File: src/rtl/led_mmio_pkg.sv
// Shared constants for the LED MMIO peripheral:
// register offsets and STATUS bit positions.
package led_mmio_pkg;

   localparam logic [4:0] LED_DATA_OFF   = 5'h00;
   localparam logic [4:0] BLINK_MASK_OFF = 5'h04;
   localparam logic [4:0] BLINK_DIV_OFF  = 5'h08;
   localparam logic [4:0] STATUS_OFF     = 5'h0C;
   localparam logic [4:0] LED_SET_OFF    = 5'h10;
   localparam logic [4:0] LED_CLR_OFF    = 5'h14;

   localparam int STAT_PHASE_BIT = 0;
   localparam int STAT_RUN_BIT   = 1;

endpackage

File: src/rtl/led_mmio_blink_timer.sv
// Blink half-period timer: counts 0..div-1, toggling phase on wrap.
// phase_next exposes the value phase takes at the coming edge.
module blink_timer #(
   parameter int DIV_W = 24
) (
   input  logic             clk,
   input  logic             rst,
   input  logic [DIV_W-1:0] div,
   input  logic             restart,
   output logic             phase,
   output logic             phase_next
);

   logic [DIV_W-1:0] cnt_q, cnt_d;
   logic             phase_q, phase_d;

   always_ff @(posedge clk or posedge rst) begin
      if (rst) begin
         cnt_q   <= '0;
         phase_q <= 1'b0;
      end else begin
         cnt_q   <= cnt_d;
         phase_q <= phase_d;
      end
   end

   // A restart beats a coincident wrap.
   always_comb begin
      cnt_d   = cnt_q + DIV_W'(1);
      phase_d = phase_q;
      if (restart || div == '0) begin
         cnt_d   = '0;
         phase_d = 1'b0;
      end else if (cnt_q == div - DIV_W'(1)) begin
         cnt_d   = '0;
         phase_d = ~phase_q;
      end
   end

   assign phase      = phase_q;
   assign phase_next = phase_d;

endmodule

File: src/rtl/led_mmio.sv
// Memory-mapped LED peripheral: data/set/clear registers, blink mask
// and timer, one-deep response register on a valid/ready bus.
module led_mmio
   import led_mmio_pkg::*;
#(
   parameter int LED_W = 8,
   parameter int DIV_W = 24
) (
   input  logic             clk,
   input  logic             rst,
   input  logic             req_valid,
   output logic             req_ready,
   input  logic             req_we,
   input  logic [4:0]       req_addr,
   input  logic [31:0]      req_wdata,
   output logic             rsp_valid,
   input  logic             rsp_ready,
   output logic [31:0]      rsp_rdata,
   output logic             rsp_err,
   output logic [LED_W-1:0] led
);

   logic [LED_W-1:0] data_q, data_d;
   logic [LED_W-1:0] mask_q, mask_d;
   logic [LED_W-1:0] led_q, led_d;
   logic [DIV_W-1:0] div_q, div_d;
   logic             rsp_valid_q, rsp_valid_d;
   logic [31:0]      rdata_q, rdata_d;
   logic             err_q, err_d;
   logic             accept, restart;
   logic             phase, phase_next;
   logic [4:0]       off;
   logic             unused_bits;

   assign req_ready   = !rsp_valid_q | rsp_ready;
   assign accept      = req_valid & req_ready;
   assign off         = {req_addr[4:2], 2'b00};
   assign unused_bits = ^{req_addr[1:0], req_wdata[31:DIV_W]};

   blink_timer #(.DIV_W(DIV_W)) u_timer (
      .clk        (clk),
      .rst        (rst),
      .div        (div_q),
      .restart    (restart),
      .phase      (phase),
      .phase_next (phase_next)
   );

   always_ff @(posedge clk or posedge rst) begin
      if (rst) begin
         data_q      <= '0;
         mask_q      <= '0;
         div_q       <= '0;
         led_q       <= '0;
         rsp_valid_q <= 1'b0;
         rdata_q     <= '0;
         err_q       <= 1'b0;
      end else begin
         data_q      <= data_d;
         mask_q      <= mask_d;
         div_q       <= div_d;
         led_q       <= led_d;
         rsp_valid_q <= rsp_valid_d;
         rdata_q     <= rdata_d;
         err_q       <= err_d;
      end
   end

   always_comb begin
      data_d      = data_q;
      mask_d      = mask_q;
      div_d       = div_q;
      restart     = 1'b0;
      rsp_valid_d = rsp_valid_q & ~rsp_ready;
      rdata_d     = rdata_q;
      err_d       = err_q;
      if (accept) begin
         rsp_valid_d = 1'b1;
         rdata_d     = '0;
         err_d       = 1'b0;
         if (req_we) begin
            unique case (off)
               LED_DATA_OFF:   data_d = req_wdata[LED_W-1:0];
               BLINK_MASK_OFF: mask_d = req_wdata[LED_W-1:0];
               BLINK_DIV_OFF: begin
                  div_d   = req_wdata[DIV_W-1:0];
                  restart = 1'b1;
               end
               LED_SET_OFF:    data_d = data_q | req_wdata[LED_W-1:0];
               LED_CLR_OFF:    data_d = data_q & ~req_wdata[LED_W-1:0];
               default:        err_d  = 1'b1;
            endcase
         end else begin
            unique case (off)
               LED_DATA_OFF:   rdata_d = 32'(data_q);
               BLINK_MASK_OFF: rdata_d = 32'(mask_q);
               BLINK_DIV_OFF:  rdata_d = 32'(div_q);
               STATUS_OFF: begin
                  rdata_d[STAT_PHASE_BIT] = phase;
                  rdata_d[STAT_RUN_BIT]   = |div_q;
               end
               default:        err_d = 1'b1;
            endcase
         end
      end
      led_d = data_d ^ (mask_d & {LED_W{phase_next}});
   end

   assign rsp_valid = rsp_valid_q;
   assign rsp_rdata = rdata_q;
   assign rsp_err   = err_q;
   assign led       = led_q;

endmodule

File: config.mk
export PLATFORM = sky130hd
export DESIGN_NAME = led_mmio
export DESIGN_NICKNAME = d
export VERILOG_FILES = /design/src/rtl/led_mmio_pkg.sv /design/src/rtl/led_mmio_blink_timer.sv /design/src/rtl/led_mmio.sv
export SDC_FILE = /design/constraint.sdc
export NUM_CORES = 1
export LEC_CHECK = 0
export BUFFER_PORTS_ARGS = -buffer_cell sky130_fd_sc_hd__buf_4
export CAP_MARGIN = 20
export CORE_MARGIN = 2
export CORE_UTILIZATION = 57
export CTS_BUF_LIST = sky130_fd_sc_hd__clkbuf_8 sky130_fd_sc_hd__clkbuf_16
export DETAILED_ROUTE_END_ITERATION = 7
export PLACE_DENSITY = 0.8
export SYNTH_ARGS = -nofsm -noshare
export SYNTH_HDL_FRONTEND = slang
export SYNTH_SLANG_ARGS = --single-unit
File: constraint.sdc
create_clock -name clk -period 4.38 [get_ports clk]
set_input_delay 0.219 -clock clk [delete_from_list [all_inputs] [get_ports clk]]
set_output_delay 0.219 -clock clk [all_outputs]
set_load 0.05 [all_outputs]
Word-level counts from Yosys, hierarchy flattened
Index checks and enable logic that the tools add are counted.
{"block": "word_totals", "regBits": 107, "in_bits": 42, "out_inout_bits": 43, "elab_cells": 55}
{"block": "classes", "add_sub_neg": 2, "n_eq_ne": 6, "muxes": 20, "bitwise": 10, "reduce_logical": 8}
{"operator": "24-bit two-way mux", "n": 3}
{"operator": "22-bit one-hot mux with 3 select lines", "n": 1}
{"operator": "8-bit two-way mux", "n": 5}
{"operator": "24-bit by 1-bit adder with 24-bit output (second input constant)", "n": 1}
{"operator": "24-bit equality test", "n": 1}
{"operator": "24-bit zero test", "n": 1}
{"operator": "8-bit one-hot mux with 3 select lines", "n": 1}
{"operator": "24-bit OR reduction", "n": 1}
{"operator": "24-bit by 1-bit subtractor with 24-bit output (second input constant)", "n": 1}
{"operator": "8-bit AND", "n": 2}
{"operator": "1-bit two-way mux", "n": 9}
{"operator": "8-bit NOT", "n": 1}
{"operator": "8-bit OR", "n": 1}
{"operator": "2-bit one-hot mux with 4 select lines", "n": 1}
{"operator": "8-bit bitwise XOR", "n": 1}
{"operator": "3-bit by 2-bit equality test with 1-bit output (second input constant)", "n": 2}
{"operator": "3-bit equality test (second input constant)", "n": 2}
{"operator": "5-bit zero test", "n": 1}
{"operator": "5-bit OR reduction", "n": 1}
{"operator": "4-bit OR reduction", "n": 1}
{"operator": "3-bit by 1-bit equality test with 1-bit output (second input constant)", "n": 1}
{"operator": "3-bit AND reduction", "n": 1}
{"operator": "1-bit AND", "n": 2}
{"operator": "1-bit NOT", "n": 2}
{"operator": "3 further kinds", "n": 3}

Longest topological paths before layout
Gate-level depths: netlist of run 1.
{"block": "logic_depth", "depth_word": 8, "ltp_mapped": 14, "ltp_nobuf": 10}

Cells and area by module
Synthesis of run 1 repeated with hierarchy kept, for this count alone.
{"block": "unflattened", "hier_cells": 547, "hier_area_um2": 5602.9}
{"module": "led_mmio", "n_inst": 1, "cells_each": 301, "area_per_inst_um2": 3554.7}
{"module": "blink_timer", "n_inst": 1, "cells_each": 246, "area_per_inst_um2": 2048.2}

Worst setup path before layout of run 1
No wires, ideal clock.
{"block": "synth_path", "path_type": "register -> register", "startpoint": "reg div_q[0]", "endpoint": "reg u_timer.cnt_q[17]", "setup_time_ns": 0.119, "t_arrival_ns": 3.078, "required_time_ns": 4.261, "path_slack_ns": 1.184, "path_stages_with_launch": 15, "n_path_buf": 4, "cell_sequence": "dfrtp_1 clkbuf_1 inv_1 ha_1 nor3b_2 nand4_1 or3_1 nor3b_1 o31ai_1 a2111oi_2 buf_6 nand2b_1 buf_6 buf_6 nor2_1"}
{"block": "synth_via", "elab_chain_len": 4, "word_cells_on_any_way": 6}
{"element": "start: declaration", "line_no": "led_mmio.sv:26", "text": "logic [DIV_W-1:0] div_q, div_d;"}
{"element": "start signal: assignment", "line_no": "led_mmio.sv:61", "text": "div_q <= div_d;"}
{"element": "24-bit by 1-bit subtractor with 24-bit output", "line_no": "led_mmio_blink_timer.sv:34", "text": "end else if (cnt_q == div - DIV_W'(1)) begin"}
{"element": "24-bit equality test", "line_no": "led_mmio_blink_timer.sv:34"}
{"element": "24-bit two-way mux", "line_no": "led_mmio_blink_timer.sv:34"}
{"element": "24-bit two-way mux (*)", "line_no": "led_mmio_blink_timer.sv:31", "text": "if (restart || div == '0) begin"}
{"element": "named net u_timer.cnt_d[17]", "line_no": "led_mmio_blink_timer.sv:14", "text": "logic [DIV_W-1:0] cnt_q, cnt_d;"}
{"element": "end signal: assignment", "line_no": "led_mmio_blink_timer.sv:22", "text": "cnt_q <= cnt_d;"}
{"element": "end: declaration", "line_no": "led_mmio_blink_timer.sv:14"}
The timed path passes the listed nets; every way through them passes the cells marked *.
A chain may end at the register's enable or synchronous reset.

Worst setup path in the final report of run 1
{"block": "layout_path", "startpoint": "reg div_q[0]", "endpoint": "reg u_timer.cnt_q[5]"}
The elaborated chain is that of the path after synthesis.

==> results.sh, run 1 <==
export IMPL_wl_um=12500
export IMPL_first_iter_violations=299
export IMPL_nets=656
export IMPL_seqCellArea_sq_mm=0.00248
export IMPL_crit_arrival_ns=4.00
export IMPL_synthesis_instances=558
export IMPL_synth_edff_count=0
export IMPL_clkTransAtPathRegs_ns=0.10
export IMPL_vias_per_cell=5.90
export IMPL_stdcell_count=728
export IMPL_worstPathRequired_ns=4.64
export IMPL_grt_overflow_total=0
export IMPL_ys_warn_count=0
export IMPL_grt_use_total_pct=26.2
export IMPL_min_period_ns=3.74
export IMPL_tightest_slew_ns=1.02
export IMPL_grt_max_degree=53
export IMPL_synth_seq_area_share_pct=46.2
export IMPL_core_area_sq_mm=0.00920
export IMPL_finalHoldViolations=0
export IMPL_min_path_type="in -> reg"
export IMPL_crit_path_end_kind="flip-flop"
export IMPL_vdd_ir_drop_max_uv=325
export IMPL_port_buffers=66
export IMPL_wl_per_cell_um=17.2
export IMPL_synth_async_reset_ratio_pct=100
export IMPL_fmax_mhz=267
export IMPL_die_x_um=101
export IMPL_syn_avg_cell_area_sq_um=9.61
export IMPL_layout_setup_ws_ns=0.635
export IMPL_antenna_found_initial=0
export IMPL_routed_via_count=4292
export IMPL_ys_top_cells_by_area="dfrtp_1 (46%), nand2_1 (6.1%), xor2_1 (5.4%)"
export IMPL_cts_root_buf="clkbuf_8"
export IMPL_dp_cells=710
export IMPL_worstSkewPairLatency_ns=0.38
export IMPL_drive_gt1_share_pct=18.8
export IMPL_clock_skew_ns=0.00907
export IMPL_htree_num_levels=3
export IMPL_slowest_stage="nor3b_2"
export IMPL_synth_most_common_cell="dfrtp_1"
export IMPL_clock_sinks=99
export IMPL_synth_commonest_cells="dfrtp_1 (99), nand2_1 (87), nor2_1 (53), xor2_1 (33), xnor2_1 (25)"
export IMPL_rows=35
export IMPL_cp_top_family="simple AND/OR/NAND/NOR gates"
export IMPL_synth_cell_types=55
export IMPL_yosys_area_top_type="dfrtp_1"
export IMPL_hpwl_um=8880
export IMPL_dr_pass1_iters=4
export IMPL_max_stage_delay_ns=0.49
export IMPL_p_per_area_mw_per_mm2=462
export IMPL_cts_buffers=9
export IMPL_rsz0062_at_grt="false"
export IMPL_grt_pass1_wl_um=20900
export IMPL_yosysTopAreaCellShare_pct=46.2
export IMPL_setup_viol_count_final=0
export IMPL_ys_ff_latch=99
export IMPL_drcViolationCount=0
export IMPL_grt_pass1_vias=4397
export IMPL_period_share_pct=85.5
export IMPL_path_max_fanout=24
export IMPL_cts_tree="done"
export IMPL_area_growth_pct=13.5
export IMPL_status="finished clean"
export IMPL_cp_cell_sequence="inv_1, ha_1, nor3b_2, nand4_1, or3_1, nor3b_1, o31ai_1, a2111oi_2, buf_4, nand2b_1, buf_4, nor2_1"
export IMPL_synthFlopType="dfrtp_1"
export IMPL_setup_tns_final_ns=0
export IMPL_start_util_pct=58.3
export IMPL_gp_congestion=0.841
export IMPL_n_antenna_cell=0
export IMPL_p_leak_nw=2.82
export IMPL_start_kind="flip-flop"
export IMPL_place_worst_setup_slack_ns=0.646
export IMPL_fp_dieH_um=101
export IMPL_multi_input_area_sq_mm=0.00267
export IMPL_worst_path_buf_inv=3
export IMPL_crit_top_cell="buf_4"
export IMPL_cts_buffer_depth=2
export IMPL_slew_headroom_pct=31.6
export IMPL_die_area_sq_mm=0.0102
export IMPL_slew_violations=0
export IMPL_syn_area_sq_mm=0.00536
export IMPL_crit_type="reg -> reg"
export IMPL_io_pins=85
export IMPL_cts_setup_buffers=0
export IMPL_drv_cap=0
export IMPL_fillers=731
export IMPL_ant_nets=0
## worst paths after layout
check | startpoint | end | slack, ns | cells past startpoint
min reg2reg | rsp_rdata[1]$_DFFE_PP0P_ | rsp_rdata[1]$_DFFE_PP0P_ | 0.51 | 2
max reg2reg | div_q[0]$_DFFE_PP0P_ | u_timer.cnt_q[5]$_DFF_PP0_ | 0.64 | 12
min | req_wdata[12] | div_q[12]$_DFFE_PP0P_ | 0.02 | 3
min in group asynchronous | rst | u_timer.cnt_q[0]$_DFF_PP0_ | 0.49 | 3
max | div_q[0]$_DFFE_PP0P_ | u_timer.cnt_q[5]$_DFF_PP0_ | 0.64 | 12
max in group asynchronous | rst | rsp_rdata[12]$_DFFE_PP0P_ | 2.85 | 4
## kinds of logic after synthesis
kind of cell | Yosys count | synth area share [%]
AO/OA/AOI/OAI | 79 | 10.8
multiplexers | 33 | 6.77
adder cells (fa/ha/maj) | 2 | 0.467
flip-flops | 99 | 46.2
other | 1 | 0.0699
buffers and inverters | 50 | 4.69
XOR/XNOR | 58 | 9.47
AND/OR/NAND/NOR | 236 | 21.5
## per-layer routing
layer	global-route usage, %	up-vias	share of wire (%)
met4	9.04	0	2.4
met2	43.7	122	50
met5	0	-	0
met3	6.17	23	4.7
li1	-	2032	-
met1	33.6	2115	43
## worst min-delay path, cell delays in order
cell and delay (ns):
buf_4 0.08, nand2_1 0.04, nand2_1 0.04
## cell type report
type                            count  area share, %
Inverter                           10          0.658
Clock buffer                        9           2.03
Clock inverter                      7           1.13
Sequential cell                    99           40.7
Multi-Input combinational cell    416           43.8
Timing Repair Buffer               76           9.41
Tap cell                          111           2.28
## cell usage in the layout, fill, tap and decap left out, types with 11 or more instances in the layout
| master | n |
|---|---|
| nor3_1 | 12 |
| buf_4 | 75 |
| mux2i_1 | 16 |
| nand4_1 | 11 |
| dfrtp_1 | 99 |
| a21oi_1 | 16 |
| xnor2_1 | 25 |
| nand3_1 | 21 |
| a22o_1 | 24 |
| mux2_2 | 16 |
| nor2_1 | 53 |
| nand2_1 | 87 |
| xor2_1 | 33 |
## what timing repair did
action / CTS / global route
resized for setup: 0 / 0
hold buffers: 1 / 0
hold endpoints to repair: 51 / 0
endpoints found under the setup margin: 0 / 0
## where the power goes
group	switching (W)	internal, W
clock	0.000327	0.000264
sequential	0.000267	0.00108
combinational	0.000487	0.000389
total	0.00108	0.00173
## flip-flops by register name (all words and copies together), names as in the netlist
register       count
div_q             24
rsp_rdata         24
u_timer.cnt_q     24
data_q             8
led                8
mask_q             8
rsp_err            1
rsp_valid          1
u_timer.phase      1
## metrics by stage
stage / power (W) / area [sq um] / hold WS [ns] / util (%)
detailed placement: 0.00223 / 5880 / 0.354 / 63.9
global placement: 0.00219 / 5880 / 0.351 / 63.9
global route: 0.00299 / 6090 / 0.0179 / 66.2
floorplan: 0.00199 / 5390 / 0.310 / -
CTS: 0.00282 / 6080 / 0.0141 / 66.1
finish: 0.00281 / 6090 / 0.0242 / 66.2
Power figures use the tool's default switching activity.
==> inputs of run 2 (changes only) <==
Settings changed: RECOVER_POWER from default to 25.
==> run 2 against run 1 <==
  * The run now ends with max-capacitance violations, max-slew violations left
  * Global-route usage is the same
  * Register-to-register slack is essentially flat
  * Combinational power shrank 1%
  * Cell count is the same
  * Utilization shrank 0.26 points
  * Clock power is essentially flat
  * Via count grew 0.33%
  * Largest power group unchanged
==> results.sh, run 2 (synthesis results as in run 1) <==
export IMPL_htree_num_levels=3
export IMPL_p_per_area_mw_per_mm2=462
export IMPL_vias_per_cell=5.91
export IMPL_period_share_pct=85.4
export IMPL_wl_um=12500
export IMPL_p_leak_nw=2.79
export IMPL_dp_cells=710
export IMPL_drive_gt1_share_pct=17.8
export IMPL_slew_violations=53
export IMPL_cts_tree="done"
export IMPL_tightest_slew_ns=2.23
export IMPL_nets=656
export IMPL_path_max_fanout=24
export IMPL_gp_congestion=0.841
export IMPL_final_common_cell="dfrtp_1"
export IMPL_status="finished with violations"
export IMPL_clock_skew_ns=0.00759
export IMPL_rsz0062_at_grt="false"
export IMPL_reg2reg_from="div_q[0]$_DFFE_PP0P_"
export IMPL_grt_use_total_pct=26.2
export IMPL_rrSetupSlack_ns=0.64
export IMPL_io_pins=85
export IMPL_p_switching_w=0.00108
export IMPL_max_stage_delay_ns=0.49
export IMPL_area_growth_pct=13.1
export IMPL_min_period_ns=3.74
export IMPL_cts_buffers=9
export IMPL_cp_cell_sequence="inv_1, ha_1, nor3b_2, nand4_1, or3_1, nor3b_1, o31ai_1, a2111oi_2, buf_4, nand2b_1, buf_4, nor2_1"
export IMPL_slew_headroom_pct=-49.5
export IMPL_final_util_pct=65.9
export IMPL_crit_type="reg -> reg"
export IMPL_multi_input_area_sq_mm=0.00267
export IMPL_holdBufCountCts=1
export IMPL_port_buffers=66
export IMPL_fp_dieH_um=101
export IMPL_cts_setup_buffers=0
export IMPL_drcViolationCount=0
export IMPL_die_x_um=101
export IMPL_grt_pass1_vias=4397
export IMPL_min_path_type="in -> reg"
export IMPL_p_int_w=0.00172
export IMPL_start_kind="flip-flop"
export IMPL_reg2regPathDepth=12
export IMPL_stdcell_count=728
export IMPL_crit_arrival_ns=3.99
export IMPL_clock_sinks=99
export IMPL_clkPwrFrac_pct=21.0
export IMPL_core_area_sq_mm=0.00920
export IMPL_cts_buffer_depth=2
export IMPL_clkTransAtPathRegs_ns=0.10
export IMPL_first_iter_violations=278
export IMPL_rows=35
export IMPL_grt_overflow_total=0
export IMPL_cts_root_buf="clkbuf_8"
export IMPL_crit_path_end_kind="flip-flop"
export IMPL_start_util_pct=58.3
export IMPL_slowest_stage="nor3b_2"
export IMPL_fmax_mhz=267
export IMPL_vdd_ir_drop_max_uv=314
export IMPL_antenna_found_initial=0
export IMPL_worstSkewPairLatency_ns=0.37
export IMPL_grt_max_degree=53
export IMPL_setup_tns_final_ns=0
export IMPL_grt_pass1_wl_um=20900
export IMPL_wl_per_cell_um=17.2
export IMPL_cts_resized=0
export IMPL_drv_cap=1
export IMPL_hpwl_um=8880
export IMPL_fillers=740
export IMPL_min_to="div_q[12]$_DFFE_PP0P_"
export IMPL_pwr_share_seq_pct=48.1
export IMPL_n_antenna_cell=0
export IMPL_power_frac_comb_pct=30.9
export IMPL_ant_nets=0
export IMPL_holdPathStages=3
export IMPL_setup_viol_count_final=0
export IMPL_netSwitchingFraction_pct=38.5
export IMPL_hp_start="req_wdata[12]"
export IMPL_dr_pass1_iters=4
export IMPL_die_area_sq_mm=0.0102
export IMPL_final_cell_mix="dfrtp_1 (99), nand2_1 (87), buf_4 (68), nor2_1 (53), xor2_1 (33)"
export IMPL_crit_top_cell="buf_4"
export IMPL_seqCellArea_sq_mm=0.00248
export IMPL_violations="max-capacitance violations, max-slew violations"
export IMPL_finalHoldViolations=0
export IMPL_finalPower_w=0.00280
export IMPL_routed_via_count=4306
export IMPL_worstPathRequired_ns=4.63
export IMPL_reg2reg_to="u_timer.cnt_q[5]$_DFF_PP0_"
run 2: cell types whose count changed in the layout (fill, tap and decap cells not counted), sizes merged:
cell	delta
clkinvlp	+1
buf	-7
inv	-1
clkbuf	+7
run 2: how the worst max path moves through the flow:
stage                                     from                          end  cells after the start  slack [ns]
after floorplan           div_q[0]$_DFFE_PP0P_  u_timer.cnt_q[17]$_DFF_PP0_                     14        1.18
after global placement    div_q[0]$_DFFE_PP0P_  u_timer.cnt_q[22]$_DFF_PP0_                     12        0.76
after detailed placement  div_q[0]$_DFFE_PP0P_  u_timer.cnt_q[23]$_DFF_PP0_                     12        0.65
after CTS                 div_q[0]$_DFFE_PP0P_   u_timer.cnt_q[8]$_DFF_PP0_                     12        0.61
after global routing      div_q[0]$_DFFE_PP0P_  u_timer.cnt_q[11]$_DFF_PP0_                     12        0.36
final                     div_q[0]$_DFFE_PP0P_   u_timer.cnt_q[5]$_DFF_PP0_                     12        0.64
run 2: cell type report:
cell class | instances | share of cell area, %
Multi-Input combinational cell | 416 | 44.0
Sequential cell | 99 | 40.9
Timing Repair Buffer | 76 | 9.08
Tap cell | 111 | 2.29
Clock buffer | 9 | 2.04
Clock inverter | 7 | 1.13
Inverter | 10 | 0.640
run 2: metrics by stage:
step | setup WS [ns] | cell area, sq um | hold slack [ns]
after floorplan | 1.18 | 5390 | 0.310
after global placement | 0.764 | 5880 | 0.351
after detailed placement | 0.646 | 5880 | 0.354
after CTS | 0.612 | 6080 | 0.0141
after global routing | 0.363 | 6060 | 0.0179
final | 0.642 | 6060 | 0.0319
run 2: layer usage:
layer	wire length, um	share of wire, %	vias to the layer above	track usage, %
met4	276	2.2	0	9.04
met3	672	5.4	25	6.17
met2	6180	49	129	43.7
li1	-	-	2030	-
met1	5360	43	2122	33.6
met5	0	0	-	0
run 2: power groups by stage:
stage | Clock (W) | Combinational (W) | Sequential [W]
after floorplan | 0 | 0.000664 | 0.00132
after global placement | 0 | 0.000835 | 0.00135
after detailed placement | 0 | 0.000867 | 0.00136
after CTS | 0.000601 | 0.000875 | 0.00134
after global routing | 0.000637 | 0.000961 | 0.00138
final | 0.000588 | 0.000865 | 0.00135
run 2: worst max-delay path: cells and delay by family, from the launching register on:
kind                     cells  cell delay, ns
AND/OR/NAND/NOR              6            1.77
buffers and inverters        3            0.63
flip-flops                   1            0.48
AO/OA/AOI/OAI                2            0.42
adder cells (fa/ha/maj)      1            0.28
==> inputs of run 3 (changes only) <==
Settings changed: CORE_ASPECT_RATIO from default to 1.5.
==> run 3 against run 2 <==
  * The flow still finishes with violations (max-capacitance violations, max-slew violations)
  * Combinational power is 2% lower
  * Register-to-register slack is essentially flat
  * Fmax grew 0.28%
  * Wire length grew 1.7%
  * Utilization up 1.1 points
  * Hold slack improved by 0.025 ns
  * Highest routed layer unchanged
  * Final area rose by 1.8%
  * Critical path depth stayed put
  * Die area increased by 0.16%
  * Sequential share of layout area is 0.71 points lower
  * Cell count is 0.27% higher
  * Flip-flop and latch count unchanged
==> results.sh, run 3 (synthesis results as in run 1) <==
export IMPL_status="finished with violations"
export IMPL_violations="max-capacitance violations, max-slew violations"
export IMPL_min_to="div_q[18]$_DFFE_PP0P_"
export IMPL_wl_um=12700
export IMPL_crit_type="reg -> reg"
export IMPL_min_path_type="in -> reg"
export IMPL_vias_per_cell=5.89
export IMPL_post_dp_cell_area_sq_mm=0.00588
export IMPL_finalHoldViolations=0
export IMPL_antenna_found_initial=0
export IMPL_first_iter_violations=342
export IMPL_min_period_ns=3.73
export IMPL_drv_cap=1
export IMPL_clock_skew_ns=0.0102
export IMPL_tightest_slew_ns=2.00
export IMPL_io_pins=85
export IMPL_rrSetupSlack_ns=0.65
export IMPL_n_antenna_cell=0
export IMPL_final_common_cell="dfrtp_1"
export IMPL_port_buffers=66
export IMPL_die_x_um=83.2
export IMPL_ant_nets=0
export IMPL_core_area_sq_mm=0.00920
export IMPL_p_per_area_mw_per_mm2=494
export IMPL_cts_resized=0
export IMPL_crit_arrival_ns=3.95
export IMPL_clkTransAtPathRegs_ns=0.07
export IMPL_grt_use_total_pct=25.9
export IMPL_setup_viol_count_final=0
export IMPL_slew_violations=47
export IMPL_start_util_pct=58.3
export IMPL_rows=43
export IMPL_final_cell_mix="dfrtp_1 (99), nand2_1 (87), buf_4 (63), nor2_1 (53), xor2_1 (33)"
export IMPL_p_leak_nw=2.82
export IMPL_vdd_ir_drop_max_uv=280
export IMPL_cts_root_buf="clkbuf_16"
export IMPL_nets=657
export IMPL_fp_dieH_um=123
export IMPL_gp_congestion=0.861
export IMPL_dp_cells=712
export IMPL_die_area_sq_mm=0.0102
export IMPL_cts_tree="done"
export IMPL_finalInstanceArea_sq_mm=0.00617
export IMPL_path_max_fanout=24
export IMPL_start_kind="flip-flop"
export IMPL_slew_headroom_pct=-34.0
export IMPL_grt_pass1_wl_um=21000
export IMPL_rsz0062_at_grt="false"
export IMPL_cts_buffers=9
export IMPL_fmax_mhz=268
export IMPL_reg2reg_to="u_timer.cnt_q[12]$_DFF_PP0_"
export IMPL_setup_tns_final_ns=0
export IMPL_holdPathStages=3
export IMPL_crit_path_end_kind="flip-flop"
export IMPL_stdcell_count=730
export IMPL_worstPathRequired_ns=4.60
export IMPL_hpwl_um=9220
export IMPL_dr_pass1_iters=5
export IMPL_wl_per_cell_um=17.4
export IMPL_hp_start="req_wdata[18]"
export IMPL_grt_pass1_vias=4387
export IMPL_period_share_pct=85.1
export IMPL_whs_ns=0.0571
export IMPL_drive_gt1_share_pct=17.0
export IMPL_crit_path_start="div_q[0]$_DFFE_PP0P_"
export IMPL_grt_max_degree=55
export IMPL_worstSkewPairLatency_ns=0.35
export IMPL_cts_setup_buffers=0
export IMPL_drcViolationCount=0
export IMPL_htree_num_levels=3
export IMPL_reg2reg_from="div_q[0]$_DFFE_PP0P_"
export IMPL_cts_buffer_depth=2
export IMPL_reg2regPathDepth=12
export IMPL_fillers=714
export IMPL_routed_via_count=4298
export IMPL_clock_sinks=99
export IMPL_area_growth_pct=15.1
export IMPL_grt_overflow_total=0
==> run 3: how the worst max path moves through the flow <==
stage,endpoint,cells after the start
2_1_floorplan,u_timer.cnt_q[17]$_DFF_PP0_,14
3_5_place_dp,u_timer.cnt_q[19]$_DFF_PP0_,12
4_1_cts,u_timer.cnt_q[12]$_DFF_PP0_,12
5_1_grt,u_timer.cnt_q[20]$_DFF_PP0_,12
6_report,u_timer.cnt_q[12]$_DFF_PP0_,12
3_3_place_gp,u_timer.cnt_q[23]$_DFF_PP0_,12
==> run 3: routing by layer <==
| metal | track usage [%] | wire length, um |
|---|---|---|
| met2 | 47.1 | 6880 |
| met4 | 12.8 | 502 |
| met1 | 28.9 | 4850 |
| met5 | 0 | 0 |
| met3 | 4.91 | 458 |
==> run 3: layout make-up <==
cell class	count	area (sq um)	area share, %
clock buffers	9	225	3.65
clock inverters	7	93.8	1.52
inverters	10	38.8	0.629
multi-input cells	416	2660	43.1
flip-flops and latches	99	2480	40.1
well taps	112	140	2.27
repair buffers	77	536	8.68
==> run 3: report_power, final <==
group / switching [W] / total, W / internal (W)
Sequential: 0.000275 / 0.00136 / 0.00108
Combinational: 0.000480 / 0.000851 / 0.000371
Clock: 0.000343 / 0.000842 / 0.000499
Total: 0.00110 / 0.00305 / 0.00195
==> run 3: critical path, stage by stage (launching register included) <==
cell	delay [ns]
dfrtp_1	0.48
inv_1	0.10
ha_1	0.28
nor3b_2	0.50
nand4_1	0.35
or3_1	0.48
nor3b_1	0.21
o31ai_1	0.11
a2111oi_2	0.30
buf_4	0.28
nand2b_1	0.13
buf_4	0.25
nor2_1	0.10
==> run 3: stage by stage <==
step           total power (W)  setup slack, ns  utilization (%)
3_5_place_dp           0.00223            0.716             63.9
2_1_floorplan          0.00199             1.18                -
3_3_place_gp           0.00219            0.811             63.9
6_report               0.00305            0.652             67.1
5_1_grt                0.00322            0.368             67.1
4_1_cts                0.00308            0.641             67.5
==> run 3: timing repair <==
item | CTS | global route
hold endpoints to repair | 45 | 0
endpoints found under the setup margin | 0 | 0
hold buffers | 1 | 0
